`src/rtl/graphite_pkg.sv`:
```
// graphite_pkg
// Shared constants for the graphite command path: command word width,
// bit positions inside the command-queue status word, and the CPU IO word
// index at which the queue is written and its status is read back.
package graphite_pkg;

  localparam int CMD_W        = 32;

  localparam int ST_OVF       = 31;
  localparam int ST_IDLE      = 18;
  localparam int ST_FULL      = 17;
  localparam int ST_EMPTY     = 16;
  localparam int ST_FREE_LSB  = 0;
  localparam int ST_FREE_W    = 16;

  localparam int GRAPHITE_IOW = 8;

endpackage

```
`src/rtl/cmd_fifo_mem.sv`:
```
// cmd_fifo_mem
// Simple dual-port register array used as the backing store of the command
// queue: one synchronous write port and one asynchronous read port.
// Ports:
//   clk_cpu  in  1       clock
//   we_i     in  1       write enable (already qualified by the caller)
//   waddr_i  in  ADDR_W  write address
//   wdata_i  in  DATA_W  write data
//   raddr_i  in  ADDR_W  read address
//   rdata_o  out DATA_W  read data, combinational from the array
module cmd_fifo_mem #(
  parameter int ENTRIES = 15,
  parameter int DATA_W  = 32,
  parameter int ADDR_W  = 4
) (
  input  logic              clk_cpu,
  input  logic              we_i,
  input  logic [ADDR_W-1:0] waddr_i,
  input  logic [DATA_W-1:0] wdata_i,
  input  logic [ADDR_W-1:0] raddr_i,
  output logic [DATA_W-1:0] rdata_o
);

  logic [DATA_W-1:0] mem [0:ENTRIES-1];

  // The array carries no reset: occupancy is tracked by the owner, so stale
  // contents are never presented.
  always_ff @(posedge clk_cpu) begin
    if (we_i) begin
      mem[waddr_i] <= wdata_i;
    end
  end

  assign rdata_o = mem[raddr_i];

endmodule

```
`src/rtl/graphite_cmd_queue.sv`:
```
// graphite_cmd_queue
// Buffers command words posted by the CPU and presents them to graphite as an
// AXI-stream master. Storage is a (DEPTH-1)-entry memory plus a registered
// output stage, so the total capacity is DEPTH words. A status word reports
// free slots, empty, full, idle and a sticky overflow flag.
// Ports:
//   clk_cpu          in  1       CPU clock
//   rst_n            in  1       synchronous active-low reset
//   ce_i             in  1       clock enable; all state holds while low
//   wr_i             in  1       CPU write strobe to the command IO word
//   wdata_i          in  DATA_W  command word
//   ovf_clr_i        in  1       clears the sticky overflow flag
//   status_o         out 32      {ovf, 12'b0, idle, full, empty, free[15:0]}
//   m_axis_tvalid_o  out 1       command valid
//   m_axis_tready_i  in  1       graphite ready
//   m_axis_tdata_o   out DATA_W  command word
module graphite_cmd_queue
  import graphite_pkg::*;
#(
  parameter int DEPTH  = 16,
  parameter int DATA_W = CMD_W
) (
  input  logic              clk_cpu,
  input  logic              rst_n,
  input  logic              ce_i,
  input  logic              wr_i,
  input  logic [DATA_W-1:0] wdata_i,
  input  logic              ovf_clr_i,
  output logic [31:0]       status_o,
  output logic              m_axis_tvalid_o,
  input  logic              m_axis_tready_i,
  output logic [DATA_W-1:0] m_axis_tdata_o
);

  localparam int MEM_D  = DEPTH - 1;
  localparam int ADDR_W = (MEM_D > 1) ? $clog2(MEM_D) : 1;
  localparam int CNT_W  = $clog2(DEPTH + 1);

  logic [ADDR_W-1:0] wr_ptr;
  logic [ADDR_W-1:0] rd_ptr;
  logic [CNT_W-1:0]  mem_cnt;
  logic [CNT_W-1:0]  count;
  logic              tvalid_q;
  logic [DATA_W-1:0] tdata_q;
  logic              ovf_q;
  logic [DATA_W-1:0] mem_rdata;

  logic full;
  logic empty;
  logic push;
  logic pop;
  logic load;
  logic mem_re;
  logic mem_we;
  logic bypass;
  logic [15:0] free_slots;

  // Memory depth need not be a power of two, so pointers wrap explicitly.
  function automatic logic [ADDR_W-1:0] ptr_next(input logic [ADDR_W-1:0] p);
    return (p == ADDR_W'(MEM_D - 1)) ? '0 : p + ADDR_W'(1);
  endfunction

  assign count = mem_cnt + CNT_W'(tvalid_q);
  assign full  = (count == CNT_W'(DEPTH));
  assign empty = (count == '0);

  // A push while full is rejected even when a pop frees a slot this cycle.
  assign push = ce_i & wr_i & ~full;
  assign pop  = ce_i & tvalid_q & m_axis_tready_i;

  // The output register refills when its word leaves or when it is empty.
  // Memory always has priority so order is kept; with an empty memory a
  // concurrent push bypasses straight into the output register.
  assign load   = ce_i & (pop | ~tvalid_q);
  assign mem_re = load & (mem_cnt != '0);
  assign bypass = load & (mem_cnt == '0) & push;
  assign mem_we = push & ~bypass;

  cmd_fifo_mem #(
    .ENTRIES (MEM_D),
    .DATA_W  (DATA_W),
    .ADDR_W  (ADDR_W)
  ) u_mem (
    .clk_cpu (clk_cpu),
    .we_i    (mem_we),
    .waddr_i (wr_ptr),
    .wdata_i (wdata_i),
    .raddr_i (rd_ptr),
    .rdata_o (mem_rdata)
  );

  // Pointers, occupancy, output stage and the sticky overflow flag.
  always_ff @(posedge clk_cpu) begin
    if (!rst_n) begin
      wr_ptr   <= '0;
      rd_ptr   <= '0;
      mem_cnt  <= '0;
      tvalid_q <= 1'b0;
      tdata_q  <= '0;
      ovf_q    <= 1'b0;
    end else if (ce_i) begin
      if (mem_we) begin
        wr_ptr <= ptr_next(wr_ptr);
      end
      if (mem_re) begin
        rd_ptr <= ptr_next(rd_ptr);
      end
      case ({mem_we, mem_re})
        2'b10:   mem_cnt <= mem_cnt + CNT_W'(1);
        2'b01:   mem_cnt <= mem_cnt - CNT_W'(1);
        default: mem_cnt <= mem_cnt;
      endcase
      if (load) begin
        if (mem_re) begin
          tdata_q  <= mem_rdata;
          tvalid_q <= 1'b1;
        end else if (bypass) begin
          tdata_q  <= wdata_i;
          tvalid_q <= 1'b1;
        end else begin
          tvalid_q <= 1'b0;
        end
      end
      // Setting wins over clearing so an overflow is never lost.
      if (wr_i && full) begin
        ovf_q <= 1'b1;
      end else if (ovf_clr_i) begin
        ovf_q <= 1'b0;
      end
    end
  end

  assign free_slots = 16'(DEPTH) - 16'(count);

  // Status is combinational so the CPU read path adds no latency.
  always_comb begin
    status_o                                  = '0;
    status_o[ST_OVF]                          = ovf_q;
    status_o[ST_IDLE]                         = empty & m_axis_tready_i;
    status_o[ST_FULL]                         = full;
    status_o[ST_EMPTY]                        = empty;
    status_o[ST_FREE_LSB +: ST_FREE_W]        = free_slots;
  end

  assign m_axis_tvalid_o = tvalid_q;
  assign m_axis_tdata_o  = tdata_q;

endmodule
```
`config.mk`:
```
export PLATFORM = sky130hd
export DESIGN_NAME = graphite_cmd_queue
export DESIGN_NICKNAME = d
export VERILOG_FILES = /design/src/rtl/graphite_pkg.sv /design/src/rtl/cmd_fifo_mem.sv /design/src/rtl/graphite_cmd_queue.sv
export SDC_FILE = /design/constraint.sdc
export NUM_CORES = 1
export LEC_CHECK = 0
export ABC_AREA = 1
export ABC_CLOCK_PERIOD_IN_PS = 5900
export CAP_MARGIN = 20
export CORE_UTILIZATION = 56
export DETAILED_ROUTE_END_ITERATION = 16
export GPL_TIMING_DRIVEN = 0
export PLACE_DENSITY = 0.74
export SYNTH_ARGS = -nofsm -noshare
export SYNTH_HDL_FRONTEND = slang
export SYNTH_HIERARCHICAL = 1
export SYNTH_SLANG_ARGS = --single-unit
export TNS_END_PERCENT = 30
```
`constraint.sdc`:
```
create_clock -name clk_cpu -period 5.9 [get_ports clk_cpu]
set_input_delay 1.475 -clock clk_cpu [delete_from_list [all_inputs] [get_ports clk_cpu]]
set_output_delay 1.475 -clock clk_cpu [all_outputs]
set_load 0.005 [all_outputs]
```
==> results of run 1 <==
==> layout by cell type (no fill, tap or decap), types with 5 or more instances in the layout <==
cell type,count
nor3_2,8
buf_6,39
dfxtp_1,47
clkinv_1,10
buf_2,56
clkinv_2,5
edfxtp_1,480
clkbuf_1,45
a21oi_1,12
buf_1,12
inv_1,260
nor2_1,48
nor2_2,16
clkdlybuf4s50_1,89
nand3_1,374
ha_1,9
conb_1,12
xor2_1,5
nor2_4,8
buf_12,7
clkbuf_16,56
nand2_1,916
o21ai_0,9
buf_4,39
==> sequential cells by signal (all words and copies together) (netlist names) <==
register         count
wr_ptr               4
ovf_q                1
rd_ptr               4
mem_cnt              5
u_mem/mem          480
m_axis_tvalid_o      1
m_axis_tdata_o      32
==> report_power, final <==
group          switching (mW)  total, mW  leakage [nW]  internal, mW
Combinational            1.48       2.23          5.98         0.754
Sequential             0.0688       4.24          4.71          4.17
Clock                    1.37       3.20         0.792          1.83
Total                    2.92       9.67          11.5          6.75
==> cell type report <==
cell class | count | area (um2) | share of cell area
Sequential cell | 527 | 15400 | 0.567
Multi-Input combinational cell | 1428 | 6150 | 0.227
Clock buffer | 81 | 1540 | 0.0567
Timing Repair Buffer | 122 | 1330 | 0.0490
Inverter | 267 | 1010 | 0.0373
Buffer | 148 | 911 | 0.0337
Tap cell | 532 | 666 | 0.0246
Clock inverter | 17 | 108 | 0.00398
Antenna cell | 1 | 2.50 | 0.0000925
==> final timing paths <==
path	startpoint	endpoint	slack (ns)
setup / recovery	m_axis_tvalid_o	status_o[10]	1.43
hold / removal	ovf_q	ovf_q	0.47
setup reg to reg	m_axis_tvalid_o	u_mem/mem[9][23]	1.74
hold reg to reg	ovf_q	ovf_q	0.47
==> per-stage QoR <==
step	instance area (um2)	utilization	power [mW]	setup TNS (ns)	cells
final	27100	0.661	9.67	0	3123
after global routing	27100	0.661	10.0	0	3122
after CTS	27100	0.661	9.65	0	3122
after detailed placement	25400	0.621	6.48	0	3024
after global placement	24900	0.608	6.42	-602.69	2991
after floorplan	23300	-	5.59	0	2370
==> layer usage <==
metal | part of all wire | track usage
met2 | 0.46 | 0.509
met3 | 0.12 | 0.0598
met4 | 0.045 | 0.151
met5 | 0 | 0
met1 | 0.37 | 0.428
==> cells by family (layout without fill, tap and decap cells) <==
kind of cell | Yosys count | count (layout)
flops | 527 | 527
simple gates | 1376 | 1376
fa+ha+maj | 10 | 10
buf+inv | 415 | 635
xor+xnor | 6 | 6
other cells | 1 | 13
compound gates | 24 | 24
==> tightest hold or removal path, cell delays in order, from the launching register on <==
cell,delay [ns]
dfxtp_1,0.31
nand2_1,0.07
a21oi_1,0.05
==> summary.md, run 1 <==
| Metric | Value |
|---|---|
| Result of the run | complete, no violations |
| H-Tree Depth | 2 |
| CP cell instances | ha_1, ha_1, xnor2_1, nand3_1, nor2_1, nor2_1, buf_4, clkdlybuf4s50_1 |
| First-pass GRT wire length | 98300 um |
| Final HPWL DP | 44400 um |
| # hold bufs at CTS | 0 |
| Fin crit period | 4.47 ns |
| Worst slack, placed | 1.13 ns |
| Synth top cells by count | nand2_1, edfxtp_1, nand3_1 |
| Slew headroom | 0.227 |
| Setup CP Type | flip-flop to primary output |
| Ys async rst share | 0 |
| Synth Register Bits | 527 |
| Critical path buffers and inverters | 2 |
| Leak | 11.5 nW |
| # port buffers | 89 |
| Clk slew on worst S/H paths | 0.06 ns |
| Seq/Total Area, Yosys | 0.659 |
| Mapped cell area | 0.0233 mm2 |
| PwrDens | 357 mW/mm2 |
| Die area | 0.0424 mm2 |
| CP max stage delay | 0.55 ns |
| Area delta synth->final | 16.2% |
| Net count, final | 2595 |
| Worst-path fanout max | 11 |
| Fin. max-slew vios | 0 |
| Max-cap violations | 0 |
| Min-Delay Path Class | flip-flop to flip-flop |
| Crit-path leading delay family | simple AND/OR/NAND/NOR gates |
| Post-Syn Instances | 2359 |
| Clock Skews | 0.0132 ns |
| Count leader, synth | nand2_1 |
| Core Box Area | 0.0409 mm2 |
| RSZ-0062 raised after global routing | no |
| Adder-Cell Fraction of Synth Area | 0.00569 |
| Worst-Skew Late Latency | 0.59 ns |
| CP Data Arrival Time | 2.99 ns |
| Yosys top cell by area | edfxtp_1 |
| Filler Cell Count | 3120 |
| Clock sink total | 527 |
| RePlAce Congestion | 0.918 |
| Vias/cell | 5.70 |
| Crit path capture type | primary output |
| Largest net degree at the start of global routing | 23 |
| Post-Synthesis Mean Instance Area | 9.87 um2 |
| Crit start category | flip-flop |
| Via Count | 17.8k |
| DRC violations left | 0 |
| Std-Cell Rows | 74 |
| Post-cts gate resize count | 0 |
| Synth top area share | 0.619 |
| Starting Density | 0.569 |
| Global route overflow | 0 |
| Final setup vio count | 0 |
| Largest family of logic cells by synthesized area | simple AND/OR/NAND/NOR gates |
| Cell count of the worst hold path | 2 |
| Synth Warn # | 6 |
| Vias in the first global route | 16.5k |
| Post-CTS setup buffers | 0 |
| Crit path depth | 8 |
| Required @ worst endpoint | 4.43 ns |
| IO Count | 103 |
| Mux contribution to synthesized area | 0 |
| Die H | 206 um |
| Total CTS buffers | 53 |
| XOR/XNOR share of the synthesized area | 0.00226 |
| Final WL | 67100 um |
| Setup ws final | 1.43 ns |
| DRT Pass-1 Iters | 6 |
| Worst slew pin tran | 1.16 ns |
| Iteration-0 DRC Markers | 2369 |
| EDFF count, synth | 480 |
| Final worst path period share | 0.757 |
| Clock tree root driver cell | clkbuf_16 |
| Synth area leaders | edfxtp_1, nand2_1, nand3_1 |
| Ratio of cells with drive above 1 in the final layout | 0.0988 |
| Compound-gate portion of the synthesized area | 0.00532 |
| Fmax | 0.224 GHz |
| Chip width | 206 um |
| Hold WS | 0.472 ns |
| Yosys cell types | 32 |
| VDD IR max | 248 uV |
| WL per Instance | 21.5 um |
| ANT nets after route | 0 |
| CTS tree | built |
| Crit-path slowest cell | nor2_1 |
| Final Hold Violating Endpoints | 0 |
| Post-synthesis simple-gate area fraction | 0.245 |
| Longest Clk Path Bufs | 3 |
| Reg2Reg Depth | 14 |
| Initial antenna violation count | 0 |
| Total GRT Usage | 0.320 |
| Ys flop type | edfxtp_1 |
No activity file was read; power rests on OpenSTA's default activity.
==> inputs of run 2 (changes only) <==
--- a/config.mk
+++ b/config.mk
@@ -6,12 +6,12 @@
 export NUM_CORES = 1
 export LEC_CHECK = 0
 export ABC_AREA = 1
-export ABC_CLOCK_PERIOD_IN_PS = 5900
+export ABC_CLOCK_PERIOD_IN_PS = 3700
 export CAP_MARGIN = 20
-export CORE_UTILIZATION = 56
+export CORE_UTILIZATION = 55
 export DETAILED_ROUTE_END_ITERATION = 16
 export GPL_TIMING_DRIVEN = 0
-export PLACE_DENSITY = 0.74
+export PLACE_DENSITY = 0.75
 export SYNTH_ARGS = -nofsm -noshare
 export SYNTH_HDL_FRONTEND = slang
 export SYNTH_HIERARCHICAL = 1
==> constraint.sdc (replaced) <==
create_clock -name clk_cpu -period 3.7 [get_ports clk_cpu]
set_input_delay 0.925 -clock clk_cpu [delete_from_list [all_inputs] [get_ports clk_cpu]]
set_output_delay 0.925 -clock clk_cpu [all_outputs]
set_load 0.005 [all_outputs]
==> run 2 against run 1 <==
Net effect: total power grew 60%; register-to-register slack lost 1.6 ns; worst setup slack got worse by 1.4 ns; sequential cell count is the same; non-clock buffer count rose by 2; cell count barely moved; sequential share of layout area fell by 0.60 points; clock skew grew 0.0019 ns; routed wire length increased by 3.1%; final area rose by 1.1%; first-iteration DRC count shrank 1.5%.
==> summary.md, run 2 (same netlist as run 1, synthesis figures left out) <==
| Metric | Value |
|---|---|
| Crit-path slowest cell | clkdlybuf4s50_1 |
| IO Count | 103 |
| Max-cap violations | 0 |
| Clock sink total | 527 |
| Total GRT Usage | 0.322 |
| Fin. max-slew vios | 0 |
| Total CTS buffers | 53 |
| Iteration-0 DRC Markers | 2334 |
| # hold bufs at CTS | 0 |
| R2R Setup Slk | 0.18 ns |
| CTS tree | built |
| Area delta synth->final | 17.4% |
| Final WL | 69200 um |
| CP Data Arrival Time | 2.74 ns |
| Result of the run | complete, no violations |
| Net count, final | 2597 |
| Std-Cell Rows | 75 |
| Global route overflow | 0 |
| WL per Instance | 22.1 um |
| Worst-path fanout max | 11 |
| Ratio of cells with drive above 1 in the final layout | 0.102 |
| Hold wc startpoint | ovf_q |
| Required @ worst endpoint | 2.77 ns |
| Clock Skews | 0.0151 ns |
| VDD IR max | 459 uV |
| Crit path capture type | primary output |
| Starting Density | 0.557 |
| Clk slew on worst S/H paths | 0.06 ns |
| Initial antenna violation count | 0 |
| Via Count | 18.0k |
| Worst R2R End | u_mem/mem[4][8] |
| Fmax | 0.273 GHz |
| Vias in the first global route | 17.6k |
| Max reg flops | 480 |
| Most frequent cells in the layout | nand2_1, edfxtp_1, nand3_1, inv_1, clkdlybuf4s50_1 |
| Slew headroom | 0.250 |
| RePlAce Congestion | 0.906 |
| Setup ws final | 0.0322 ns |
| Ant diodes | 0 |
| Cell mode on critical path | ha_1 |
| PwrDens | 565 mW/mm2 |
| Largest Register | u_mem/mem |
| CP cell instances | ha_1, ha_1, xnor2_1, nand3_1, nor2_1, nor2_4, buf_4, clkdlybuf4s50_1 |
| Vias/cell | 5.76 |
| Setup CP Type | flip-flop to primary output |
| Largest net degree at the start of global routing | 23 |
| Die area | 0.0432 mm2 |
| Worst Hold Endpoint | ovf_q |
| Leak | 11.6 nW |
| Sw power | 4.73 mW |
| Final setup vio count | 0 |
| Worst r2r src | m_axis_tvalid_o |
| Final worst path period share | 0.991 |
| Cell count of the worst hold path | 2 |
| Clock tree root driver cell | clkbuf_16 |
| Die H | 208 um |
| # port buffers | 89 |
| Core Box Area | 0.0419 mm2 |
| Internal | 10.7 mW |
| Worst slew pin tran | 1.13 ns |
| Reg2Reg Depth | 12 |
| DRT Pass-1 Iters | 6 |
| ANT nets after route | 0 |
| Switching portion of total power | 0.306 |
| Commonest non-fill, non-tap cell in the layout | nand2_1 |
| Final HPWL DP | 45100 um |
| First-pass GRT wire length | 103000 um |
| RSZ-0062 raised after global routing | yes |
| H-Tree Depth | 2 |
| Crit start category | flip-flop |
| Clk network pwr share | 0.327 |
| Util after Layout | 0.654 |
| Sequential power share | 0.437 |
| Fin crit period | 3.67 ns |
| DRC violations left | 0 |
| Worst-Skew Late Latency | 0.59 ns |
| Final Hold Violating Endpoints | 0 |
| Chip width | 208 um |
| Min-Delay Path Class | flip-flop to flip-flop |
| Comb power frac | 0.237 |
| Longest Clk Path Bufs | 3 |
| Worst slack, placed | -0.692 ns |
| CP max stage delay | 0.44 ns |
| Filler Cell Count | 3142 |
-- run 2: cell count changes in the layout (fill, tap and decap cells not counted), sizes merged --
cell and change:
diode -1, buf +2, clkinvlp -2, clkbuf -4, bufinv +1
-- run 2: timing repair --
| action | 4_1_cts | 5_1_grt |
|---|---|---|
| gates resized for setup | 5 | 5 |
| pin swaps | 7 | 2 |
| setup endpoints to repair | 313 | 118 |
| buffers inserted | 9 | 3 |
-- run 2: critical path, delay by kind of cell (launching register included) --
kind                     cells  cell delay, ns
XOR/XNOR                     1            0.26
adder cells (fa/ha/maj)      2            0.44
buffers and inverters        2            0.59
flip-flops                   1            0.36
AND/OR/NAND/NOR              3            0.50
-- run 2: power by group through the flow --
stage	Combinational (mW)	Sequential, mW	Clock [mW]
after floorplan	2.07	6.85	0
after global placement	3.37	6.87	0
after detailed placement	3.51	6.88	0
after CTS	3.56	6.75	5.06
after global routing	3.93	6.76	5.29
final	3.66	6.75	5.05
-- run 2: layout make-up --
| cell class | count | area, um2 | share of cell area |
|---|---|---|---|
| flip-flops and latches | 527 | 15400 | 0.561 |
| multi-input cells | 1428 | 6240 | 0.228 |
| repair buffers | 124 | 1580 | 0.0576 |
| clock buffers | 77 | 1470 | 0.0536 |
| inverters | 267 | 1010 | 0.0369 |
| plain buffers | 148 | 911 | 0.0333 |
| well taps | 539 | 674 | 0.0247 |
| clock inverters | 16 | 128 | 0.00466 |
-- run 2: metrics by stage --
stage / std cells / TNS (ns) / hold slack [ns] / area, um2 / total power [mW]
detailed placement: 3021 / -120.51 / 0.460 / 25600 / 10.4
floorplan: 2370 / -101.01 / 0.439 / 23400 / 8.92
global placement: 2998 / -897.08 / 0.459 / 24900 / 10.2
finish: 3126 / 0 / 0.462 / 27400 / 15.5
global route: 3126 / -0.973 / 0.493 / 27400 / 16.0
CTS: 3123 / -0.552 / 0.468 / 27300 / 15.4
-- run 2: worst max-delay path by stage --
| stage | from | to | cells after the start |
|---|---|---|---|
| after CTS | m_axis_tvalid_o | status_o[8] | 8 |
| final | m_axis_tvalid_o | status_o[8] | 8 |
| after global placement | ce_i | u_mem/mem[6][22] | 7 |
| after floorplan | m_axis_tvalid_o | u_mem/mem[0][0] | 12 |
| after detailed placement | ce_i | u_mem/mem[0][28] | 9 |
| after global routing | m_axis_tvalid_o | status_o[4] | 7 |
-- run 2: layer usage --
layer | GRT usage | up-vias | part of all wire
li1 | - | 8009 | -
met1 | 0.412 | 8412 | 0.35
met2 | 0.520 | 1292 | 0.46
met3 | 0.0685 | 283 | 0.13
met4 | 0.168 | 0 | 0.056
met5 | 0 | - | 0
==> inputs of run 3 (changes only) <==
--- a/config.mk
+++ b/config.mk
@@ -6,12 +6,12 @@
 export NUM_CORES = 1
 export LEC_CHECK = 0
 export ABC_AREA = 1
-export ABC_CLOCK_PERIOD_IN_PS = 3700
+export ABC_CLOCK_PERIOD_IN_PS = 4000
 export CAP_MARGIN = 20
-export CORE_UTILIZATION = 55
+export CORE_UTILIZATION = 56
 export DETAILED_ROUTE_END_ITERATION = 16
 export GPL_TIMING_DRIVEN = 0
-export PLACE_DENSITY = 0.75
+export PLACE_DENSITY = 0.74
 export SYNTH_ARGS = -nofsm -noshare
 export SYNTH_HDL_FRONTEND = slang
 export SYNTH_HIERARCHICAL = 1
==> constraint.sdc (replaced) <==
create_clock -name clk_cpu -period 4 [get_ports clk_cpu]
set_input_delay 1 -clock clk_cpu [delete_from_list [all_inputs] [get_ports clk_cpu]]
set_output_delay 1 -clock clk_cpu [all_outputs]
set_load 0.005 [all_outputs]
==> run 3 against run 2 <==
Net effect: first-iteration DRC count increased by 3.8%; critical path type unchanged; critical endpoint is now status_o[17]; largest cell class unchanged; final area decreased by 0.64%; count of clock-buffer cells in the layout up 4; hold slack better by 0.014 ns; highest routed layer unchanged; cell count barely moved.
==> summary.md, run 3 (same netlist as run 1, synthesis figures left out) <==
| Metric | Value |
|---|---|
| # hold bufs at CTS | 0 |
| DRC violations left | 0 |
| WL per Instance | 21.6 um |
| Max reg flops | 480 |
| CTS tree | built |
| Final Cell Area | 0.0272 mm2 |
| Crit-path slowest cell | clkdlybuf4s50_1 |
| Clock sink total | 527 |
| Die H | 206 um |
| IO Count | 103 |
| Cell count of the worst hold path | 2 |
| Crit path capture type | primary output |
| Total CTS buffers | 53 |
| Total GRT Usage | 0.320 |
| First-pass GRT wire length | 98300 um |
| Setup CP Type | flip-flop to primary output |
| Fin. max-slew vios | 0 |
| Initial antenna violation count | 0 |
| Worst-path fanout max | 4 |
| Layout Cells excl Fill | 3129 |
| Internal | 9.96 mW |
| Die area | 0.0424 mm2 |
| CP cell instances | ha_1, ha_1, inv_1, ha_1, nand2_1, nor2_1, ha_1, buf_4, clkdlybuf4s50_1 |
| Std-Cell Rows | 74 |
| Worst slew pin tran | 1.14 ns |
| Final Hold Violating Endpoints | 0 |
| Hold wc startpoint | ovf_q |
| CP Data Arrival Time | 2.81 ns |
| Ratio of cells with drive above 1 in the final layout | 0.102 |
| Clock Skews | 0.0175 ns |
| Final WL | 67700 um |
| Cell mode on critical path | ha_1 |
| RePlAce Congestion | 0.918 |
| Longest Clk Path Bufs | 3 |
| Result of the run | complete, no violations |
| Slew headroom | 0.240 |
| Fin crit period | 3.81 ns |
| Final setup vio count | 0 |
| Worst r2r src | mem_cnt[0] |
| Vias/cell | 5.67 |
| Leak | 11.6 nW |
| Required @ worst endpoint | 3.00 ns |
| Fmax | 0.263 GHz |
| Worst R2R End | u_mem/mem[3][28] |
| Largest Register | u_mem/mem |
| Worst Hold Endpoint | ovf_q |
| Reg2Reg Depth | 14 |
| Critical path buffers and inverters | 3 |
| Starting Density | 0.569 |
| Chip width | 206 um |
| Post-DP Area | 0.0254 mm2 |
| Sw power | 4.33 mW |
| DRT Pass-1 Iters | 6 |
| Vias in the first global route | 16.5k |
| R2R Setup Slk | 0.24 ns |
| Switching portion of total power | 0.303 |
| Crit-path leading delay family | adder cells |
| Via Count | 17.7k |
| Max-cap violations | 0 |
| Core Box Area | 0.0409 mm2 |
| Clk network pwr share | 0.331 |
| Min-Delay Path Class | flip-flop to flip-flop |
| Iteration-0 DRC Markers | 2423 |
| Global route overflow | 0 |
| Commonest non-fill, non-tap cell in the layout | nand2_1 |
| Sequential power share | 0.437 |
| Comb power frac | 0.232 |
| Final worst path period share | 0.952 |
| Area delta synth->final | 16.7% |
| Worst-Skew Late Latency | 0.59 ns |
| PwrDens | 526 mW/mm2 |
| ANT nets after route | 0 |
| Net count, final | 2601 |
| H-Tree Depth | 2 |
| Final HPWL DP | 44400 um |
| Crit path depth | 9 |
| Most frequent cells in the layout | nand2_1, edfxtp_1, nand3_1, inv_1, clkdlybuf4s50_1 |
| # port buffers | 89 |
| Placed cells | 3024 |
| Crit path launch | m_axis_tvalid_o |
| RSZ-0062 raised after global routing | no |
| Largest net degree at the start of global routing | 23 |
| CP max stage delay | 0.50 ns |
| Clock tree root driver cell | clkbuf_16 |
| Clk slew on worst S/H paths | 0.06 ns |
| Crit start category | flip-flop |
| VDD IR max | 366 uV |
==> run 3: cell types whose count changed in the layout (fill, tap and decap cells not counted), sizes merged <==
cell / previous run / this run
buf: 159 / 163
clkbuf: 101 / 105
clkinvlp: 0 / 3
bufinv: 2 / 1
clkinv: 15 / 14
diode: 0 / 1
==> run 3: power by group through the flow <==
stage / combinational (mW) / clock, mW / sequential [mW]
2_1_floorplan: 1.91 / 0 / 6.34
3_3_place_gp: 3.10 / 0 / 6.37
3_5_place_dp: 3.20 / 0 / 6.36
4_1_cts: 3.23 / 4.75 / 6.25
5_1_grt: 3.58 / 4.95 / 6.26
6_report: 3.31 / 4.73 / 6.25
==> run 3: per-layer routing <==
layer / up-vias / wire (um) / track usage
met1: 8363 / 25200 / 0.428
met5: - / 0 / 0
li1: 8021 / - / -
met4: 0 / 2950 / 0.151
met3: 197 / 8090 / 0.0598
met2: 1162 / 31500 / 0.509
==> run 3: worst max path at each step <==
stage	endpoint	slack, ns
2_1_floorplan	u_mem/mem[0][0]	-0.85
3_3_place_gp	u_mem/mem[3][23]	-3.72
3_5_place_dp	u_mem/mem[9][23]	-0.29
4_1_cts	u_mem/mem[9][23]	-0.12
5_1_grt	u_mem/mem[3][26]	0.009
6_report	status_o[17]	0.19
==> run 3: worst reg2reg max path: cells and delay by family (launching register included) <==
| kind | cells | cell delay (ns) |
|---|---|---|
| adders and majority gates | 3 | 0.64 |
| xor gates and xnor gates | 1 | 0.27 |
| DFF | 1 | 0.41 |
| and+or+nand+nor | 4 | 0.93 |
| buffers and inverters | 6 | 1.19 |
==> run 3: final cells by class <==
type,count,area (um2)
Antenna cell,1,2.50
Sequential cell,527,15400
Buffer,148,911
Tap cell,532,666
Multi-Input combinational cell,1428,6200
Fill cell,3094,13700
Inverter,267,1010
Clock inverter,17,108
Timing Repair Buffer,128,1400
Clock buffer,81,1540
==> run 3: through the flow <==
stage                     total power [mW]  setup TNS (ns)   util  hold slack, ns  setup slack (ns)
after floorplan                       8.25         -217.46      -           0.439            -0.849
after global placement                9.47        -1280.31  0.608           0.455             -3.72
after detailed placement              9.56          -26.34  0.621           0.465            -0.293
after CTS                             14.2           -5.28  0.661           0.475            -0.120
after global routing                  14.8               0  0.664           0.520           0.00854
final                                 14.3               0  0.664           0.476             0.191
==> run 3: repair_timing <==
action | in CTS | in global routing
pin swaps | 0 | 3
setup endpoints to repair | 87 | 199
setup buffers | 0 | 6
cloned | 0 | 0
resized for setup | 0 | 9
